[src/rtl/rv_pkg.sv]
// Shared definitions for the valid/ready packing family: default sizes,
// the counter-width helper and the lane-mask generator.
package rv_pkg;

  localparam int WD_DEF = 4;
  localparam int N_DEF  = 4;

  // Bits needed to index v lanes (v >= 2).
  function automatic int clog2(input int v);
    int r;
    r = 0;
    while ((1 << r) < v) r++;
    return r;
  endfunction

  // Keep-mask bit for one lane: lanes 0..cnt hold real data.
  function automatic logic lane_mask(input int cnt, input int lane);
    return (lane <= cnt);
  endfunction

endpackage

[src/rtl/rv_pack_if.sv]
// Narrow-beat input stream plus wide-word output stream of the packer.
// master = the side that feeds beats and drains words, slave = the packer.
interface rv_pack_if #(
  parameter int WD = rv_pkg::WD_DEF,
  parameter int N  = rv_pkg::N_DEF
);
  logic [WD-1:0]   datain;
  logic            datain_val;
  logic            datain_last;
  logic            datain_rdy;
  logic [WD*N-1:0] dataout;
  logic [N-1:0]    dataout_keep;
  logic            dataout_val;
  logic            dataout_rdy;

  modport master (
    output datain, datain_val, datain_last, dataout_rdy,
    input  datain_rdy, dataout, dataout_keep, dataout_val
  );

  modport slave (
    input  datain, datain_val, datain_last, dataout_rdy,
    output datain_rdy, dataout, dataout_keep, dataout_val
  );
endinterface

[src/rtl/rv_pack_acc.sv]
// Beat counter, lane accumulator and merge/keep generation for rv_pack.
// The merged word is combinational: stored lanes below cnt, the live beat
// in lane cnt, zeros above.
module rv_pack_acc
  import rv_pkg::*;
#(
  parameter int WD = WD_DEF,
  parameter int N  = N_DEF
) (
  input  logic            clk,
  input  logic            rst,
  input  logic            beat_en_i,
  input  logic [WD-1:0]   beat_i,
  input  logic            last_i,
  output logic [WD*N-1:0] word_o,
  output logic [N-1:0]    keep_o,
  output logic            complete_o
);
  localparam int CW = clog2(N);

  logic [CW-1:0]          cnt_q, cnt_d;
  logic [N-2:0][WD-1:0]   acc_q, acc_d;

  assign complete_o = last_i || (cnt_q == CW'(N - 1));

  // Next counter/accumulator: store a non-completing beat, clear on completion.
  always_comb begin
    cnt_d = cnt_q;
    acc_d = acc_q;
    if (beat_en_i) begin
      if (complete_o) begin
        cnt_d = '0;
        acc_d = '0;
      end else begin
        cnt_d = cnt_q + 1'b1;
        for (int i = 0; i < N - 1; i++) begin
          if (32'(cnt_q) == i) acc_d[i] = beat_i;
        end
      end
    end
  end

  // Counter and accumulator state; reset discards any partial word.
  always_ff @(posedge clk or negedge rst) begin
    if (!rst) begin
      cnt_q <= '0;
      acc_q <= '0;
    end else begin
      cnt_q <= cnt_d;
      acc_q <= acc_d;
    end
  end

  genvar gi;
  generate
    for (gi = 0; gi < N; gi++) begin : g_lane
      if (gi < N - 1) begin : g_stored
        assign word_o[gi*WD +: WD] = (32'(cnt_q) == gi) ? beat_i :
                                     (lane_mask(32'(cnt_q), gi) ? acc_q[gi] : '0);
      end else begin : g_top
        // The top lane is never stored: it only ever carries the live beat.
        assign word_o[gi*WD +: WD] = (32'(cnt_q) == gi) ? beat_i : '0;
      end
      assign keep_o[gi] = lane_mask(32'(cnt_q), gi);
    end
  endgenerate

endmodule

[src/rtl/rv_pack.sv]
// Packs n consecutive wd-bit beats into one registered wd*n-bit word with a
// lane keep mask; datain_last closes a word early.
module rv_pack
  import rv_pkg::*;
#(
  parameter int WD = WD_DEF,
  parameter int N  = N_DEF
) (
  input  logic     clk,
  input  logic     rst,
  rv_pack_if.slave bus
);
  logic            rdy;
  logic            accept;
  logic            take;
  logic            complete;
  logic [WD*N-1:0] merged;
  logic [N-1:0]    merged_keep;

  logic [WD*N-1:0] data_q, data_d;
  logic [N-1:0]    keep_q, keep_d;
  logic            val_q, val_d;

  // The slot is free when empty or being drained this cycle.
  assign rdy    = !val_q || bus.dataout_rdy;
  assign accept = bus.datain_val && rdy;
  assign take   = val_q && bus.dataout_rdy;

  rv_pack_acc #(.WD(WD), .N(N)) u_acc (
    .clk        (clk),
    .rst        (rst),
    .beat_en_i  (accept),
    .beat_i     (bus.datain),
    .last_i     (bus.datain_last),
    .word_o     (merged),
    .keep_o     (merged_keep),
    .complete_o (complete)
  );

  // Output slot: a completing beat wins over a take so the new word replaces the old.
  always_comb begin
    data_d = data_q;
    keep_d = keep_q;
    val_d  = val_q;
    if (accept && complete) begin
      data_d = merged;
      keep_d = merged_keep;
      val_d  = 1'b1;
    end else if (take) begin
      val_d  = 1'b0;
    end
  end

  // Output register; reset drops any pending word immediately.
  always_ff @(posedge clk or negedge rst) begin
    if (!rst) begin
      data_q <= '0;
      keep_q <= '0;
      val_q  <= 1'b0;
    end else begin
      data_q <= data_d;
      keep_q <= keep_d;
      val_q  <= val_d;
    end
  end

  assign bus.datain_rdy   = rdy;
  assign bus.dataout      = data_q;
  assign bus.dataout_keep = keep_q;
  assign bus.dataout_val  = val_q;

endmodule

[src/flat_wrapper.sv]
// flat-port wrapper written by rule: the top's interface ports become plain ports
module rv_pack_flat import rv_pkg::*;
#(
  parameter int WD = WD_DEF,
  parameter int N  = N_DEF
)
  (clk, rst, bus_datain, bus_datain_val, bus_datain_last, bus_dataout_rdy, bus_datain_rdy, bus_dataout, bus_dataout_keep, bus_dataout_val);
  rv_pack_if #(.WD(WD), .N(N)) bus_i ();
  input  logic clk;
  input  logic rst;
  input wire logic [$bits(bus_i.datain)-1:0] bus_datain;
  input wire logic [$bits(bus_i.datain_val)-1:0] bus_datain_val;
  input wire logic [$bits(bus_i.datain_last)-1:0] bus_datain_last;
  input wire logic [$bits(bus_i.dataout_rdy)-1:0] bus_dataout_rdy;
  output wire logic [$bits(bus_i.datain_rdy)-1:0] bus_datain_rdy;
  output wire logic [$bits(bus_i.dataout)-1:0] bus_dataout;
  output wire logic [$bits(bus_i.dataout_keep)-1:0] bus_dataout_keep;
  output wire logic [$bits(bus_i.dataout_val)-1:0] bus_dataout_val;
  assign bus_i.datain = bus_datain;
  assign bus_i.datain_val = bus_datain_val;
  assign bus_i.datain_last = bus_datain_last;
  assign bus_i.dataout_rdy = bus_dataout_rdy;
  assign bus_datain_rdy = bus_i.datain_rdy;
  assign bus_dataout = bus_i.dataout;
  assign bus_dataout_keep = bus_i.dataout_keep;
  assign bus_dataout_val = bus_i.dataout_val;
  rv_pack #(.WD(WD), .N(N)) u_core (.clk(clk), .rst(rst), .bus(bus_i));
endmodule
[config.mk]
export PLATFORM = sky130hd
export DESIGN_NAME = rv_pack_flat
export DESIGN_NICKNAME = d
export VERILOG_FILES = /design/src/rtl/rv_pkg.sv /design/src/rtl/rv_pack_if.sv /design/src/rtl/rv_pack_acc.sv /design/src/rtl/rv_pack.sv /design/src/flat_wrapper.sv
export SDC_FILE = /design/constraint.sdc
export NUM_CORES = 1
export LEC_CHECK = 0
export ABC_AREA = 1
export CORE_MARGIN = 4
export CORE_UTILIZATION = 55
export CTS_CLUSTER_DIAMETER = 200
export DETAILED_ROUTE_END_ITERATION = 10
export PLACE_DENSITY = 0.8
export SYNTH_ARGS = -nofsm -noshare
export SYNTH_HDL_FRONTEND = slang
export SYNTH_SLANG_ARGS = --single-unit
[constraint.sdc]
create_clock -name clk -period 2.2 [get_ports clk]
set_input_delay 0.66 -clock clk [delete_from_list [all_inputs] [get_ports clk]]
set_output_delay 0.66 -clock clk [all_outputs]
set_load 0.01 [all_outputs]
==> summary.txt, run 1 <==
Timing
  • Crit path time final: 2128 ps
  • Setup violators final: 0
  • Pin slew with the least headroom to its limit: 425.7 ps
  • Unrepaired setup endpoints after global routing: no
  • Clock Skews: about 10 ps
  • Achievable frequency: 469.9 MHz
  • Pins over their slew limit: 0
  • Worst relative slew slack: 71.62%
  • Period utilization: between 90 and 100%
  • Final hold violation count: 0

Cells and area
  • Synth-to-Final Area Change: 25.75%
  • Reg area: 875.8 sq um
  • Area occupied by multi-input gates: ~720 sq um
  • Fin nets: around 280
  • Layout cells sized above 1: a little over 7%
  • Diodes inserted: 0
  • Final instance area: 2151 sq um
  • Post-Layout Cell Count: 298
  • Layout fillers: 218

Power and ir drop
  • Pwr dens: slightly below 900 nW/um^2
  • Overall power: 0.001898 W
  • Worst VDD drop: ~0.0006 V
  • Pleak: ~1.2 nW

Global routing
  • First-pass GRT wire length: approximately 6300 um
  • Vias in the first global route: 1,404
  • Global Route Usage Sum: 19.91%
  • GRT overflow: 0
  • Initial antenna violation count: 0
  • Largest net degree at the start of global routing: 36

Floorplanning
  • DIE HEIGHT: 63.77 um
  • Starting density of the core: 59.96%
  • Core Region: around 2900 sq um
  • Cell Rows: 19
  • I/O pins: 31
  • Die Span X: roughly 64 um
  • Die area: 4066 sq um

Synthesis
  • Syn_nets: 242
  • Yosys top cell by area: dfrtp_1
  • Yosys warns: 0
  • Syn Std Cell Area: ~1700 sq um
  • Top cell type's share of synthesized area: between 50 and 60%
  • Post-synth EDFFs: 0
  • Unique cell type count in the Yosys netlist: 16
  • Area contributors post-synth: dfrtp_1 (51%), nand2_1 (28%), inv_1 (4.6%), ha_1 (4.4%), nand3_1 (2.6%)
  • Synth top cells by count: nand2_1 (128), dfrtp_1 (35), inv_1 (21)
  • Most frequent cell after synthesis: nand2_1
  • Post-synthesis sequential area ratio: 51.21%
  • Post-synth ARST share: between 90% and 100%
  • Mean post-synth cell area: 7.535 sq um
  • Post-synth top flop: dfrtp_1
  • Post-Syn Instances: 227
  • Seq cells post-synth: 35

Drt
  • Drt first pass iters: 4
  • DR vias: about 1,500
  • DRC viols: 0
  • Via-to-Cell Ratio: 4.883
  • Wire per inst: 12.14 um
  • Post-detailed-route count of antenna-violating nets: 0
  • Iteration-0 DRC count of the detailed router: 39
  • DRT Wirelength: 3617 um

Setup path
  • R2R Path Start: u_core.u_acc.cnt_q[0]$_DFFE_PN0P_
  • Crit path cell chain: clkdlybuf4s50_1, inv_2, nand2_4, clkdlybuf4s15_1
  • Worst endpoint required time: 1540 ps
  • Critical path peak fanout: 2
  • Path depth of the worst reg2reg path: 6
  • Critical path type: in2out
  • Startpoint class of the critical path: input port
  • Critical path origin: bus_dataout_rdy
  • Arr. time, crit path: 1470 ps
  • Slowest cell on crit path: clkdlybuf4s50_1
  • FF-to-FF End: u_core.u_acc.acc_q[3]$_DFFE_PN0P_
  • Critical path capture point type: output pin
  • Worst path max stage delay: 470 ps
  • Register-to-register setup slack: 650 ps

Run
  • Max-Cap Viols: 0

Clock tree
  • CTS root buf: clkbuf_4
  • Htree depth: 2
  • Post-CTS setup buffers: 0
  • Cts hold-fix bufs: 0
  • Total CTS buffers: 5
  • Max Buffers Root-to-Sink: 2
  • CTS Sinks: 35
  • Clock transition at path regs: about 90 ps
  • Clock Latency Late Sink: 340 ps
  • CTS tree: done

Outcome
  • Status: complete, no violations

Placement
  • Number of I/O port buffers: 30
  • Dpl cells: 290
  • Placed Instance Area: about 2100 sq um
  • Hpwl dp: 2702 um
  • RePlAce Congestion: 0.8173

Hold path
  • HP Start: u_core.bus.dataout_keep[0]$_DFFE_PN0P_
  • WHS Path Cells: 2
  • HP Class: reg2reg
  • Hold endpoint: u_core.bus.dataout_keep[0]$_DFFE_PN0P_
==> critical path, delay by kind of cell <==
family                 cells  cell delay, ps
buffers and inverters      3             760
and+or+nand+nor            1              50
==> flip-flops by register name, summed over array words and instances, names as in the netlist <==
| name | count |
|---|---|
| u_core.u_acc.cnt_q | 2 |
| u_core.bus.dataout_val | 1 |
| u_core.bus.dataout_keep | 4 |
| u_core.bus.dataout | 16 |
| u_core.u_acc.acc_q | 12 |
==> cell families (layout without fill, tap and decap cells) <==
logic type | after synthesis | count (layout) | synth area share [%]
flops | 35 | 35 | 51.21
buf+inv | 27 | 67 | 6.730
simple gates | 153 | 153 | 35.70
fa+ha+maj | 6 | 6 | 4.389
compound gates | 6 | 6 | 1.975
==> worst max-delay path by stage <==
stage | slack [ps] | end
floorplan | 750 | bus_datain_rdy
global placement | -240 | bus_datain_rdy
detailed placement | -230 | bus_datain_rdy
CTS | 30 | bus_datain_rdy
global route | 20 | bus_datain_rdy
finish | 70 | bus_datain_rdy
==> layout make-up <==
type / count / area share (%)
Timing Repair Buffer: 37 / 16.99
Tap cell: 31 / 1.803
Inverter: 22 / 3.839
Clock buffer: 8 / 3.200
Sequential cell: 35 / 40.72
Multi-Input combinational cell: 165 / 33.45
==> what timing repair did <==
| action | 4_1_cts | 5_1_grt |
|---|---|---|
| gates resized for setup | 1 | 1 |
| endpoints found under the setup margin | 1 | 1 |
| hold endpoints to repair | 0 | 0 |
==> stage by stage <==
step / setup slack, ps / setup TNS (ps) / util, % / hold slack, ps
floorplan: 748.5 / 0 / - / 364.4
global placement: -242.9 / -242.9 / 72.98 / 444.4
detailed placement: -233.9 / -233.9 / 72.98 / 457.5
CTS: 25.14 / 0 / 75.35 / 480.6
global route: 16.02 / 0 / 75.39 / 509.3
finish: 72.09 / 0 / 75.39 / 473.4
==> layer usage <==
| metal | global-route usage, % | part of all wire, % | wire length, um |
|---|---|---|---|
| met5 | 0 | 0 | 0 |
| met4 | 7.278 | 1.6 | 57 |
| met3 | 5.429 | 5.4 | 194 |
| met2 | 32.72 | 47 | 1713 |
| met1 | 25.35 | 46 | 1653 |
==> cell usage in the layout (no fill, tap or decap) <==
master,count
nand2_1,128
dfrtp_1,35
clkdlybuf4s50_1,29
inv_1,21
nor2_1,12
nand3_1,9
ha_1,6
buf_4,6
o21ai_0,5
clkbuf_4,5
nand2_4,2
clkbuf_8,2
inv_2,1
nor2_4,1
a21oi_2,1
nand4_1,1
clkbuf_1,1
clkdlybuf4s15_1,1
buf_12,1
==> where the power goes <==
part / leakage (nW) / switching (W) / internal (W)
registers: 0.459 / 0.0000824 / 0.000784
clock network: 0.0386 / 0.000196 / 0.000188
logic: 0.729 / 0.000352 / 0.000297
Power figures use the tool's default switching activity.
==> inputs of run 2 (changes only) <==
Settings changed: CELL_PAD_IN_SITES_DETAIL_PLACEMENT set to 0, CELL_PAD_IN_SITES_GLOBAL_PLACEMENT set to 1, CORE_ASPECT_RATIO set to 1.75, CORE_UTILIZATION 55 to 40.
==> summary.txt, run 2 (synthesized netlist as in run 1, its figures left out) <==
Setup path
  • Crit path cell chain: clkdlybuf4s50_1, inv_2, nand2_4, dlygate4sd2_1 (was clkdlybuf4s50_1, inv_2, nand2_4, clkdlybuf4s15_1)
  • Critical path capture point type: output pin (unchanged)
  • Worst endpoint required time: 1540 ps (about the same)
  • Slowest cell on crit path: clkdlybuf4s50_1 (unchanged)
  • Arr. time, crit path: 1480 ps (was 1470 ps)
  • Critical path peak fanout: 2 (unchanged)
  • Startpoint class of the critical path: input port (unchanged)
  • Critical path type: in2out (unchanged)
  • Path depth of the worst reg2reg path: 6 (unchanged)
  • Worst path max stage delay: 470 ps (about the same)

Clock tree
  • Cts hold-fix bufs: 0 (unchanged)
  • Clock Latency Late Sink: 280 ps (was 340 ps)
  • CTS tree: done (unchanged)
  • Htree depth: 2 (unchanged)
  • Max Buffers Root-to-Sink: 2 (unchanged)
  • PostCTS Resize Cnt: 1 (unchanged)
  • Total CTS buffers: 5 (unchanged)
  • CTS Sinks: 35 (unchanged)
  • Clock transition at path regs: 70 ps (was 90 ps)
  • Post-CTS setup buffers: 0 (unchanged)
  • CTS root buf: clkbuf_8 (was clkbuf_4)

Cells and area
  • Fin nets: 281 (unchanged)
  • Most frequent cells in the layout: nand2_1 (128), dfrtp_1 (35), clkdlybuf4s50_1 (29), inv_1 (21), nor2_1 (12) (unchanged)
  • Layout cells sized above 1: 7.143% (was 7.116%)
  • Largest register FFs: 16 (unchanged)
  • Commonest non-fill, non-tap cell in the layout: nand2_1 (unchanged)
  • Layout fillers: 412 (was 218)
  • Diodes inserted: 0 (unchanged)
  • Final instance area: 2203 sq um (was 2151 sq um)
  • Reg area: 875.8 sq um (unchanged)
  • Synth-to-Final Area Change: 28.82% (was 25.75%)
  • Area occupied by multi-input gates: 719.4 sq um (unchanged)
  • Post-Layout Cell Count: 315 (was 298)

Power and ir drop
  • Worst VDD drop: 0.0004066 V (was 0.0005990 V)
  • Pwr dens: 888.7 nW/um^2 (was 882.7 nW/um^2)
  • Pleak: 1.239 nW (was 1.227 nW)
  • Overall power: 0.001958 W (was 0.001898 W)

Floorplanning
  • Die area: 5427 sq um (was 4066 sq um)
  • I/O pins: 31 (unchanged)
  • DIE HEIGHT: 94.51 um (was 63.77 um)
  • Die Span X: 57.43 um (was 63.77 um)
  • Starting density of the core: 41.21% (was 59.96%)
  • Core Region: 4150 sq um (was 2853 sq um)
  • Cell Rows: 31 (was 19)

Drt
  • DR vias: 1,406 (was 1,455)
  • Via-to-Cell Ratio: 4.463 (was 4.883)
  • Wire per inst: 11.58 um (was 12.14 um)
  • Iteration-0 DRC count of the detailed router: 28 (was 39)
  • DRT Wirelength: 3648 um (was 3617 um)
  • DRC viols: 0 (unchanged)
  • Drt first pass iters: 4 (unchanged)
  • Post-detailed-route count of antenna-violating nets: 0 (unchanged)

Placement
  • Number of I/O port buffers: 30 (unchanged)
  • Dpl cells: 308 (was 290)
  • Placed Instance Area: 2117 sq um (was 2082 sq um)
  • RePlAce Congestion: 0.8060 (was 0.8173)
  • Hpwl dp: 2770 um (was 2702 um)
  • Pre-CTS WS: -216.2 ps (was -233.9 ps)

Global routing
  • First-pass GRT wire length: 6403 um (was 6320 um)
  • Global Route Usage Sum: 15.41% (was 19.91%)
  • Initial antenna violation count: 0 (unchanged)
  • Largest net degree at the start of global routing: 36 (unchanged)
  • GRT overflow: 0 (unchanged)
  • Vias in the first global route: 1,362 (was 1,404)

Timing
  • Final hold slack: 474.0 ps (was 473.4 ps)
  • Clock Skews: 3.015 ps (was 10.11 ps)
  • Setup violators final: 0 (unchanged)
  • Achievable frequency: 466.8 MHz (was 469.9 MHz)
  • Pin slew with the least headroom to its limit: 442.6 ps (was 425.7 ps)
  • Unrepaired setup endpoints after global routing: no (unchanged)
  • Period utilization: 97.37% (was 96.72%)
  • Pins over their slew limit: 0 (unchanged)
  • Crit path time final: 2142 ps (was 2128 ps)
  • Setup ws final: 57.77 ps (was 72.09 ps)
  • Final hold violation count: 0 (unchanged)
  • Worst relative slew slack: 70.49% (was 71.62%)

Outcome
  • Status: complete, no violations (unchanged)

Hold path
  • WHS Path Cells: 2 (unchanged)
  • HP Class: reg2reg (unchanged)

Run
  • Max-Cap Viols: 0 (unchanged)
==> run 2: through the flow <==
stage,util [%],setup TNS [ps]
2_1_floorplan,-,0
3_3_place_gp,51.01,-209.1
3_5_place_dp,51.01,-216.2
4_1_cts,53.09,0
5_1_grt,53.09,0
6_report,53.09,0
==> run 2: worst max-delay path: cells and delay by family <==
kind          cells  cell delay [ps]
simple gates      1               40
buf+inv           3              780
==> run 2: report_power, final <==
group          internal, W  leakage, nW  switching [W]  total [W]
Combinational     0.000300        0.733       0.000335   0.000635
Clock             0.000245       0.0470       0.000211   0.000457
Sequential        0.000786        0.459      0.0000809   0.000866
==> run 2: path summary, 6_finish.rpt <==
path                                                      end                              start  slack (ps)
max in group asynchronous   u_core.bus.dataout[9]$_DFFE_PN0P_                                rst        1090
max                                            bus_datain_rdy                    bus_dataout_rdy          60
min                         u_core.u_acc.acc_q[9]$_DFFE_PN0P_  u_core.u_acc.acc_q[9]$_DFFE_PN0P_         470
min reg2reg                 u_core.u_acc.acc_q[9]$_DFFE_PN0P_  u_core.u_acc.acc_q[9]$_DFFE_PN0P_         470
min in group asynchronous   u_core.bus.dataout[1]$_DFFE_PN0P_                                rst         790
max reg2reg                u_core.u_acc.acc_q[11]$_DFFE_PN0P_  u_core.u_acc.cnt_q[1]$_DFFE_PN0P_         680
==> run 2: cell type report <==
| cell class | count | share of cell area [%] |
|---|---|---|
| clock inverters | 1 | 0.2271 |
| flip-flops and latches | 35 | 39.75 |
| repair buffers | 37 | 17.09 |
| well taps | 49 | 2.783 |
| multi-input cells | 165 | 32.65 |
| clock buffers | 6 | 3.748 |
| inverters | 22 | 3.748 |
==> run 2: metal layers <==
layer  part of all wire [%]  global-route usage (%)
met1                     42                   17.93
met2                     52                   26.89
met3                    2.9                   2.873
met4                    2.1                   6.963
met5                      0                       0
==> inputs of run 3 (changes only) <==
Settings changed: CTS_CLUSTER_DIAMETER 200 to 150, GPL_TIMING_DRIVEN set to 0, TNS_END_PERCENT set to 30.
==> summary.txt, run 3 (synthesized netlist as in run 1, its figures left out) <==
Clock tree
  • Clock transition at path regs: 70 ps (about the same)
  • CTS tree: done (unchanged)
  • Max Buffers Root-to-Sink: 2 (unchanged)
  • CTS root buf: clkbuf_8 (unchanged)
  • Clock Latency Late Sink: 280 ps (about the same)
  • Total CTS buffers: 5 (unchanged)
  • Htree depth: 2 (unchanged)
  • CTS Sinks: 35 (unchanged)
  • Post-CTS setup buffers: 0 (unchanged)

Cells and area
  • Largest register FFs: 16 (unchanged)
  • Final instance area: 2167 sq um (was 2203 sq um)
  • Synth-to-Final Area Change: 26.70% (was 28.82%)
  • Diodes inserted: 0 (unchanged)
  • Layout cells sized above 1: 6.415% (was 7.143%)
  • Most frequent cells in the layout: nand2_1 (128), dfrtp_1 (35), clkdlybuf4s50_1 (28), inv_1 (21), nor2_1 (12) (was nand2_1 (128), dfrtp_1 (35), clkdlybuf4s50_1 (29), inv_1 (21), nor2_1 (12))
  • Fin nets: 279 (was 281)
  • Final Core Density: 52.22% (was 53.09%)
  • Commonest non-fill, non-tap cell in the layout: nand2_1 (unchanged)
  • Post-Layout Cell Count: 314 (was 315)

Setup path
  • Worst path max stage delay: 470 ps (about the same)
  • Buf/Inv on CP: 3 (unchanged)
  • FF-to-FF End: u_core.bus.dataout[4]$_DFFE_PN0P_ (was u_core.u_acc.acc_q[11]$_DFFE_PN0P_)
  • Slowest cell on crit path: clkdlybuf4s50_1 (unchanged)
  • R2R Path Start: u_core.u_acc.cnt_q[1]$_DFFE_PN0P_ (unchanged)
  • Startpoint class of the critical path: input port (unchanged)
  • Path depth of the worst reg2reg path: 7 (was 6)
  • Crit path max-delay family: buffers and inverters (unchanged)
  • Critical path capture point type: output pin (unchanged)
  • Critical path peak fanout: 5 (was 2)
  • Critical path type: in2out (unchanged)
  • Crit path cell chain: clkdlybuf4s50_1, inv_2, nand2_4, clkdlybuf4s15_1 (was clkdlybuf4s50_1, inv_2, nand2_4, dlygate4sd2_1)
  • Worst endpoint required time: 1540 ps (about the same)
  • Register-to-register setup slack: 640 ps (was 680 ps)
  • Arr. time, crit path: 1510 ps (was 1480 ps)

Timing
  • Final hold violation count: 0 (unchanged)
  • Setup violators final: 0 (unchanged)
  • Crit path time final: 2166 ps (was 2142 ps)
  • Unrepaired setup endpoints after global routing: no (unchanged)
  • Clock Skews: 2.653 ps (was 3.015 ps)
  • Setup ws final: 33.62 ps (was 57.77 ps)
  • Pin slew with the least headroom to its limit: 769.5 ps (was 442.6 ps)
  • Period utilization: 98.47% (was 97.37%)
  • Achievable frequency: 461.6 MHz (was 466.8 MHz)
  • Worst relative slew slack: 48.70% (was 70.49%)
  • Pins over their slew limit: 0 (unchanged)

Power and ir drop
  • Overall power: 0.001993 W (was 0.001958 W)
  • Clk pwr share: 25.1% (was 23.3%)
  • Pleak: 1.221 nW (was 1.239 nW)
  • Combinational power share: 31.4% (was 32.4%)
  • Sw Share: 31.85% (was 32.03%)
  • Worst VDD drop: 0.0005746 V (was 0.0004066 V)
  • Pwr dens: 919.6 nW/um^2 (was 888.7 nW/um^2)
  • Sw Pwr: 0.0006348 W (was 0.0006273 W)
  • Power Internal: 0.001358 W (was 0.001331 W)
  • Sequential power share: 43.5% (was 44.2%)

Floorplanning
  • Die area: 5427 sq um (unchanged)
  • Core Region: 4150 sq um (unchanged)
  • Die Span X: 57.43 um (unchanged)
  • Starting density of the core: 41.21% (unchanged)
  • DIE HEIGHT: 94.51 um (unchanged)
  • I/O pins: 31 (unchanged)
  • Cell Rows: 31 (unchanged)

Global routing
  • Initial antenna violation count: 0 (unchanged)
  • Vias in the first global route: 1,380 (was 1,362)
  • First-pass GRT wire length: 6472 um (was 6403 um)
  • GRT overflow: 0 (unchanged)
  • Largest net degree at the start of global routing: 36 (unchanged)
  • Global Route Usage Sum: 15.55% (was 15.41%)

Drt
  • Via-to-Cell Ratio: 4.462 (was 4.463)
  • Iteration-0 DRC count of the detailed router: 49 (was 28)
  • DRT Wirelength: 3732 um (was 3648 um)
  • DRC viols: 0 (unchanged)
  • Post-detailed-route count of antenna-violating nets: 0 (unchanged)
  • Wire per inst: 11.89 um (was 11.58 um)
  • Drt first pass iters: 4 (unchanged)
  • DR vias: 1,401 (was 1,406)

Hold path
  • HP Class: in2async (was reg2reg)

Outcome
  • Status: complete, no violations (unchanged)

Placement
  • Pre-CTS WS: -272.7 ps (was -216.2 ps)
  • Hpwl dp: 2912 um (was 2770 um)
  • RePlAce Congestion: 0.8004 (was 0.8060)
  • Placed Instance Area: 2067 sq um (was 2117 sq um)
  • Dpl cells: 306 (was 308)
  • Number of I/O port buffers: 30 (unchanged)

Run
  • Max-Cap Viols: 0 (unchanged)
-- run 3: changes by cell type in the layout (fill, tap and decap cells not counted) --
| cell | delta |
|---|---|
| dlygate4sd2_1 | -1 |
| buf_6 | +1 |
| clkbuf_8 | +1 |
| buf_4 | -4 |
| clkinv_2 | -1 |
| buf_2 | +3 |
| clkdlybuf4s50_1 | -1 |
| clkbuf_1 | +2 |
| clkdlybuf4s15_1 | +1 |
| buf_12 | -2 |
-- run 3: through the flow --
step	hold slack [ps]	setup TNS, ps
4_1_cts	468.1	0
2_1_floorplan	364.4	0
3_3_place_gp	447.9	-12100
3_5_place_dp	449.4	-272.7
5_1_grt	501.8	0
6_report	450.7	0
-- run 3: timing repair --
| action | CTS | global route |
|---|---|---|
| gates resized for setup | 2 | 0 |
| setup endpoints to repair | 1 | 0 |
| hold buffers | 0 | 0 |
-- run 3: worst max path at each step --
| stage | startpoint | endpoint | cells after the start |
|---|---|---|---|
| after floorplan | bus_dataout_rdy | bus_datain_rdy | 2 |
| after global placement | rst | u_core.bus.dataout[6]$_DFFE_PN0P_ | 1 |
| after detailed placement | bus_dataout_rdy | bus_datain_rdy | 4 |
| after CTS | bus_dataout_rdy | bus_datain_rdy | 4 |
| after global routing | bus_dataout_rdy | bus_datain_rdy | 4 |
| final | bus_dataout_rdy | bus_datain_rdy | 4 |
-- run 3: power groups by stage --
stage / logic (W) / registers (W) / clock network, W
floorplan: 0.000301 / 0.000914 / 0
global placement: 0.000632 / 0.000875 / 0
detailed placement: 0.000637 / 0.000881 / 0
CTS: 0.000638 / 0.000869 / 0.000521
global route: 0.000714 / 0.000888 / 0.000546
finish: 0.000626 / 0.000867 / 0.000500
-- run 3: routing by layer --
layer / wire length (um) / part of all wire [%] / global-route usage (%)
met5: 0 / 0 / 0
met4: 71 / 1.9 / 6.383
met3: 117 / 3.1 / 2.462
met2: 2003 / 54 / 28.02
met1: 1539 / 41 / 17.80
-- run 3: area by class of cell --
class / instances / area (sq um)
repair buffers: 30 / 295.3
fillers: 436 / 1983
plain buffers: 5 / 32.53
multi-input cells: 165 / 719.4
clock buffers: 8 / 100.1
flip-flops and latches: 35 / 875.8
inverters: 22 / 82.58
well taps: 49 / 61.31
-- run 3: worst reg2reg max path, stage by stage (launching register included) --
cell,delay [ps]
dfrtp_1,450
ha_1,240
inv_1,50
nand2_1,180
nand3_1,170
buf_2,230
nand2_1,90
nand2_1,50
